### config.mk
export PLATFORM = sky130hd
export DESIGN_NAME = alarm_ring_ctrl
export DESIGN_NICKNAME = d
export VERILOG_FILES = /design/src/rtl/alarm_ring_ctrl.sv
export SDC_FILE = /design/constraint.sdc
export NUM_CORES = 1
export LEC_CHECK = 0
export CORE_MARGIN = 4
export CORE_UTILIZATION = 55
export DETAILED_ROUTE_END_ITERATION = 8
export GPL_TIMING_DRIVEN = 1
export PLACE_DENSITY = 0.88
export SLEW_MARGIN = 20
export SYNTH_ARGS = -nofsm -noshare
export SYNTH_HDL_FRONTEND = slang
export SYNTH_SLANG_ARGS = --single-unit
### constraint.sdc
create_clock -name clk -period 3.7 [get_ports clk]
set_input_delay 0.74 -clock clk [delete_from_list [all_inputs] [get_ports clk]]
set_output_delay 0.74 -clock clk [all_outputs]
set_load 0.03 [all_outputs]
### src/rtl/alarm_ring_ctrl.sv
// Alarm ringing session sequencer: beep pattern, stop/snooze, ring timeout,
// and the level-held stop_alarm clear back to the alarm-compare block.
module alarm_ring_ctrl #(
    parameter int SNOOZE_SEC       = 300,
    parameter int RING_TIMEOUT_SEC = 60,
    parameter int MAX_SNOOZE       = 3
) (
    input  logic        clk,
    input  logic        rst,
    input  logic        alarm_in,
    input  logic        alarm_enable,
    input  logic        tick_sec,
    input  logic        tick_beep,
    input  logic        snooze_btn,
    input  logic        stop_btn,
    output logic        stop_alarm,
    output logic        buzzer,
    output logic        ringing,
    output logic        snoozing,
    output logic [3:0]  snooze_count,
    output logic [15:0] snooze_remain,
    output logic        missed
);

    typedef enum logic [1:0] {
        IDLE   = 2'd0,
        RING   = 2'd1,
        SNOOZE = 2'd2
    } state_t;

    localparam logic [15:0] SNZ_LEN  = SNOOZE_SEC[15:0];
    localparam logic [15:0] RING_END = 16'(RING_TIMEOUT_SEC - 1);
    localparam logic [3:0]  SNZ_MAX  = MAX_SNOOZE[3:0];

    state_t      r_state, w_state;
    logic        r_alarm_d;
    logic [15:0] r_ring_sec, w_ring_sec;
    logic [3:0]  r_snz_cnt, w_snz_cnt;
    logic [15:0] r_snz_rem, w_snz_rem;
    logic        r_buzzer, w_buzzer;
    logic        r_missed, w_missed;
    logic        r_stop_alarm;
    logic        w_rise;

    assign w_rise = alarm_in & ~r_alarm_d;

    always_comb begin
        w_state    = r_state;
        w_ring_sec = r_ring_sec;
        w_snz_cnt  = r_snz_cnt;
        w_snz_rem  = r_snz_rem;
        w_buzzer   = r_buzzer;
        w_missed   = r_missed;
        unique case (r_state)
            IDLE: begin
                w_buzzer = 1'b0;
                if (w_rise && alarm_enable) begin
                    w_state    = RING;
                    w_snz_cnt  = 4'd0;
                    w_ring_sec = 16'd0;
                    w_snz_rem  = 16'd0;
                    w_buzzer   = 1'b1;
                    w_missed   = 1'b0;
                end
            end
            RING: begin
                if (stop_btn) begin
                    w_state  = IDLE;
                    w_buzzer = 1'b0;
                end else if (snooze_btn && r_snz_cnt < SNZ_MAX) begin
                    w_state   = SNOOZE;
                    w_snz_cnt = r_snz_cnt + 4'd1;
                    w_snz_rem = SNZ_LEN;
                    w_buzzer  = 1'b0;
                end else if (tick_sec && r_ring_sec == RING_END) begin
                    w_state  = IDLE;
                    w_missed = 1'b1;
                    w_buzzer = 1'b0;
                end else begin
                    if (tick_sec && r_ring_sec != 16'hFFFF)
                        w_ring_sec = r_ring_sec + 16'd1;
                    if (tick_beep)
                        w_buzzer = ~r_buzzer;
                end
            end
            SNOOZE: begin
                w_buzzer = 1'b0;
                if (stop_btn) begin
                    w_state = IDLE;
                end else if (tick_sec && r_snz_rem == 16'd1) begin
                    w_state    = RING;
                    w_ring_sec = 16'd0;
                    w_buzzer   = 1'b1;
                    w_snz_rem  = 16'd0;
                end else if (tick_sec && r_snz_rem != 16'd0) begin
                    w_snz_rem = r_snz_rem - 16'd1;
                end
            end
            default: begin
                w_state  = IDLE;
                w_buzzer = 1'b0;
            end
        endcase
        if (stop_btn)
            w_missed = 1'b0;
    end

    always_ff @(posedge clk) begin
        if (rst) begin
            r_state      <= IDLE;
            r_alarm_d    <= 1'b0;
            r_ring_sec   <= 16'd0;
            r_snz_cnt    <= 4'd0;
            r_snz_rem    <= 16'd0;
            r_buzzer     <= 1'b0;
            r_missed     <= 1'b0;
            r_stop_alarm <= 1'b0;
        end else begin
            r_state      <= w_state;
            r_alarm_d    <= alarm_in;
            r_ring_sec   <= w_ring_sec;
            r_snz_cnt    <= w_snz_cnt;
            r_snz_rem    <= w_snz_rem;
            r_buzzer     <= w_buzzer;
            r_missed     <= w_missed;
            // Held while alarm_in is high so the clear survives a re-set
            r_stop_alarm <= alarm_in & (w_state != RING);
        end
    end

    assign stop_alarm    = r_stop_alarm;
    assign buzzer        = r_buzzer;
    assign ringing       = (r_state == RING);
    assign snoozing      = (r_state == SNOOZE);
    assign snooze_count  = r_snz_cnt;
    assign snooze_remain = r_snz_rem;
    assign missed        = r_missed;

endmodule
==> flow_metrics.tcl <==
set metrics [dict create \
    run_status "finished, final reports clean" \
    post-route-min-period_ps 3260 \
    grt_use_met2_pct 37.0 \
    fin_skew_ps 5.88 \
    slowest_stage "clkdlybuf4s50_1" \
    io_pins 33 \
    tns_ps 0 \
    cts-hold-fix-buffers 0 \
    p_sw_share_pct 31.5 \
    vias 2364 \
    p_per_area_nw_per_um2 401 \
    startpoint_type "primary input" \
    r2r_slack_ps 630 \
    clock_latency_ps 300 \
    via_per_inst 6.25 \
    grt_usage_pct 23.2 \
    max_slew.worst_pin.slew_ps 713 \
    ys_seq_area_share_pct 35.2 \
    yosys_warnings 0 \
    multiInputGateArea_um2 1460 \
    gr-usage-met1_pct 30.8 \
    drive_gt1_share_pct 9.15 \
    period_share_pct 88.2 \
    dp_slack_ps 190 \
    cts_resized 0 \
    start_util_pct 58.5 \
    fin_area_um2 2880 \
    cts.sinks 42 \
    post_dp_cell_area_um2 2770 \
    slew_headroom_pct 52.0 \
    remaining_drc_errors 0 \
    rsz0062_at_grt "false" \
    cts_setup_buffers 0 \
    netlist_instances 294 \
    path_buf_inv 1 \
    cts_htree_levels 2 \
    async_flop_share_pct 0 \
    met3_usage_pct 5.34 \
    grt_pass1_wl_mm 10.0 \
    crit_family "simple AND/OR/NAND/NOR gates" \
    p_clk_share_pct 29.9 \
    cts_buffers 5 \
    path_class "in2reg" \
    report.final.slew_viol_count 0 \
    worstHoldPathType "reg2reg" \
    place.port_buffers 32 \
    synth_edf_count 0 \
    nets 344 \
    totalPowerFinal_mw 1.16 \
    die_w_um 73.9 \
    clock_path_buffers 2 \
    clkSlewWorstSetupHoldPaths_ps 80 \
    cp_cell_sequence "clkdlybuf4s50_1, or4bb_1, or4_4, a211o_1, or3_4, or4_1, a21oi_1" \
    comb_power_share_pct 27.4 \
    num_antenna_cells 0 \
    leakage_nw 1.08 \
    layout.cells.most_common "dfxtp_1" \
    seqCellArea_um2 841 \
    routed_wl_mm 5.91 \
    mostFrequentLayoutCells "dfxtp_1, clkdlybuf4s50_1, nor2_1, a21oi_1, nand2_1" \
    final.setup.worst_slack_ps 438 \
    gp_congestion 0.865 \
    setup_violations 0 \
    seq_power_share_pct 42.6 \
    mappedNetlistArea_um2 2390 \
    dr.pass1.iters 6 \
    synth_ff_type "dfxtp_1" \
    crit_required_ps 3930 \
    drt_iter0_drc 242 \
    grt_max_degree 29 \
    syn_to_final_growth_pct 20.7 \
    ant_nets 0 \
    critPathArrivalTime_ps 3490 \
    slowest_delay_ps 510 \
    ir_worst_vdd_uv 313 \
    final_core_utilization_pct 70.6 \
    root_buffer "clkbuf_8" \
    die_area_um2 5460 \
    drv_cap 0 \
    path_max_fanout 7 \
    intPower_uw 792 \
    fill_cells 332 \
    globalRoute.busiestLayer "met2" \
    die_h_um 73.9 \
    core.rowCount 23 \
    first_global_vias 2177 \
    end_kind "register" \
    cts_tree "done" \
    coreArea_um2 4090 \
    wl_per_cell_um 15.6 \
    overflow 0 \
    synth_cell_types 58 \
    ys_seq_elements 42 \
    finalHoldViolations 0 \
    antenna_found_initial 0 \
    switchingPower_uw 364 \
    fmax_ghz 0.307 \
    dpl.hpwl_mm 4.27 \
    synth.net_count 311 \
    syn_area_per_cell_um2 8.13 \
]
through the flow:
stage	hold WS (ps)	instances
floorplan	458	294
global placement	468	370
detailed placement	485	370
CTS	500	378
global route	529	378
finish	504	378
power by group through the flow:
| stage | logic, mW | registers, mW | clock network [mW] |
|---|---|---|---|
| final | 0.317 | 0.493 | 0.346 |
| after floorplan | 0.193 | 0.530 | 0 |
| after CTS | 0.314 | 0.492 | 0.354 |
| after detailed placement | 0.312 | 0.503 | 0 |
| after global placement | 0.307 | 0.502 | 0 |
| after global routing | 0.346 | 0.496 | 0.375 |
sequential cells by signal (all words and copies together), names as in the netlist:
signal	cells
snooze_remain	16
r_state	2
r_ring_sec	16
buzzer	1
missed	1
stop_alarm	1
r_alarm_d	1
snooze_count	4
routing by layer:
metal / share of wire (%) / up-vias
met3: 7.4 / 14
met4: 1.6 / 0
met5: 0 / -
li1: - / 1160
met2: 46 / 107
met1: 45 / 1083
worst paths after layout:
kind	from	to	cells past startpoint
worst max-delay path	tick_sec	r_ring_sec[8]	7
worst min-delay path	r_ring_sec[5]	r_ring_sec[5]	2
worst max register to register	snooze_remain[0]	r_ring_sec[8]	7
worst min register to register	r_ring_sec[5]	r_ring_sec[5]	2
synth_stat cells (2+ instances only):
cell | number | area (um^2)
nor4_1 | 6 | 37.5
or2_2 | 2 | 12.5
nand4b_1 | 2 | 17.5
o31ai_1 | 3 | 22.5
nand2b_1 | 2 | 12.5
nand2_1 | 22 | 82.6
a21oi_1 | 25 | 125
a21o_1 | 2 | 15.0
nand3_1 | 9 | 45.0
and3_1 | 5 | 31.3
a2bb2oi_1 | 3 | 26.3
a211o_1 | 2 | 17.5
a211oi_1 | 2 | 15.0
ha_1 | 9 | 113
a31oi_1 | 4 | 25.0
or4_1 | 6 | 45.0
o41ai_1 | 2 | 17.5
nor3_1 | 5 | 25.0
a32o_1 | 2 | 20.0
inv_1 | 10 | 37.5
or3_1 | 12 | 75.1
or3_2 | 2 | 15.0
or4_4 | 2 | 22.5
xor2_1 | 7 | 61.3
nor2b_1 | 2 | 12.5
clkbuf_1 | 11 | 41.3
nand4_1 | 10 | 62.6
nand3b_1 | 4 | 30.0
dfxtp_1 | 42 | 841
o211ai_1 | 2 | 15.0
xnor2_1 | 4 | 35.0
o21ai_0 | 14 | 70.1
o31a_1 | 3 | 26.3
or4b_2 | 2 | 20.0
buf_2 | 2 | 10.0
nor2_1 | 29 | 109
nor4b_1 | 2 | 17.5
kinds of logic (layout without fill, tap and decap cells):
kind of cell	after synthesis	count (layout)	share of synthesized area, %
muxes	2	2	0.890
buffers and inverters	23	57	3.72
xor gates and xnor gates	11	11	4.03
AOI/OAI and AO/OA	77	77	21.0
DFF	42	42	35.2
adders and majority gates	9	9	4.71
and+or+nand+nor	130	130	30.4
worst reg2reg max path: stages, from the launching register on:
cell	delay (ps)
dfxtp_1	470
ha_1	220
or4bb_1	480
or4_4	450
a211o_1	390
or3_4	420
or4_1	400
a21oi_1	160
area by class of cell:
| type | count | share of cell area (%) |
|---|---|---|
| sequential | 42 | 29.2 |
| multi-input combinational | 229 | 50.6 |
| clock buffer | 8 | 3.82 |
| inverter | 10 | 1.30 |
| timing repair buffer | 39 | 12.9 |
| tap | 50 | 2.17 |
Power figures use the tool's default switching activity.
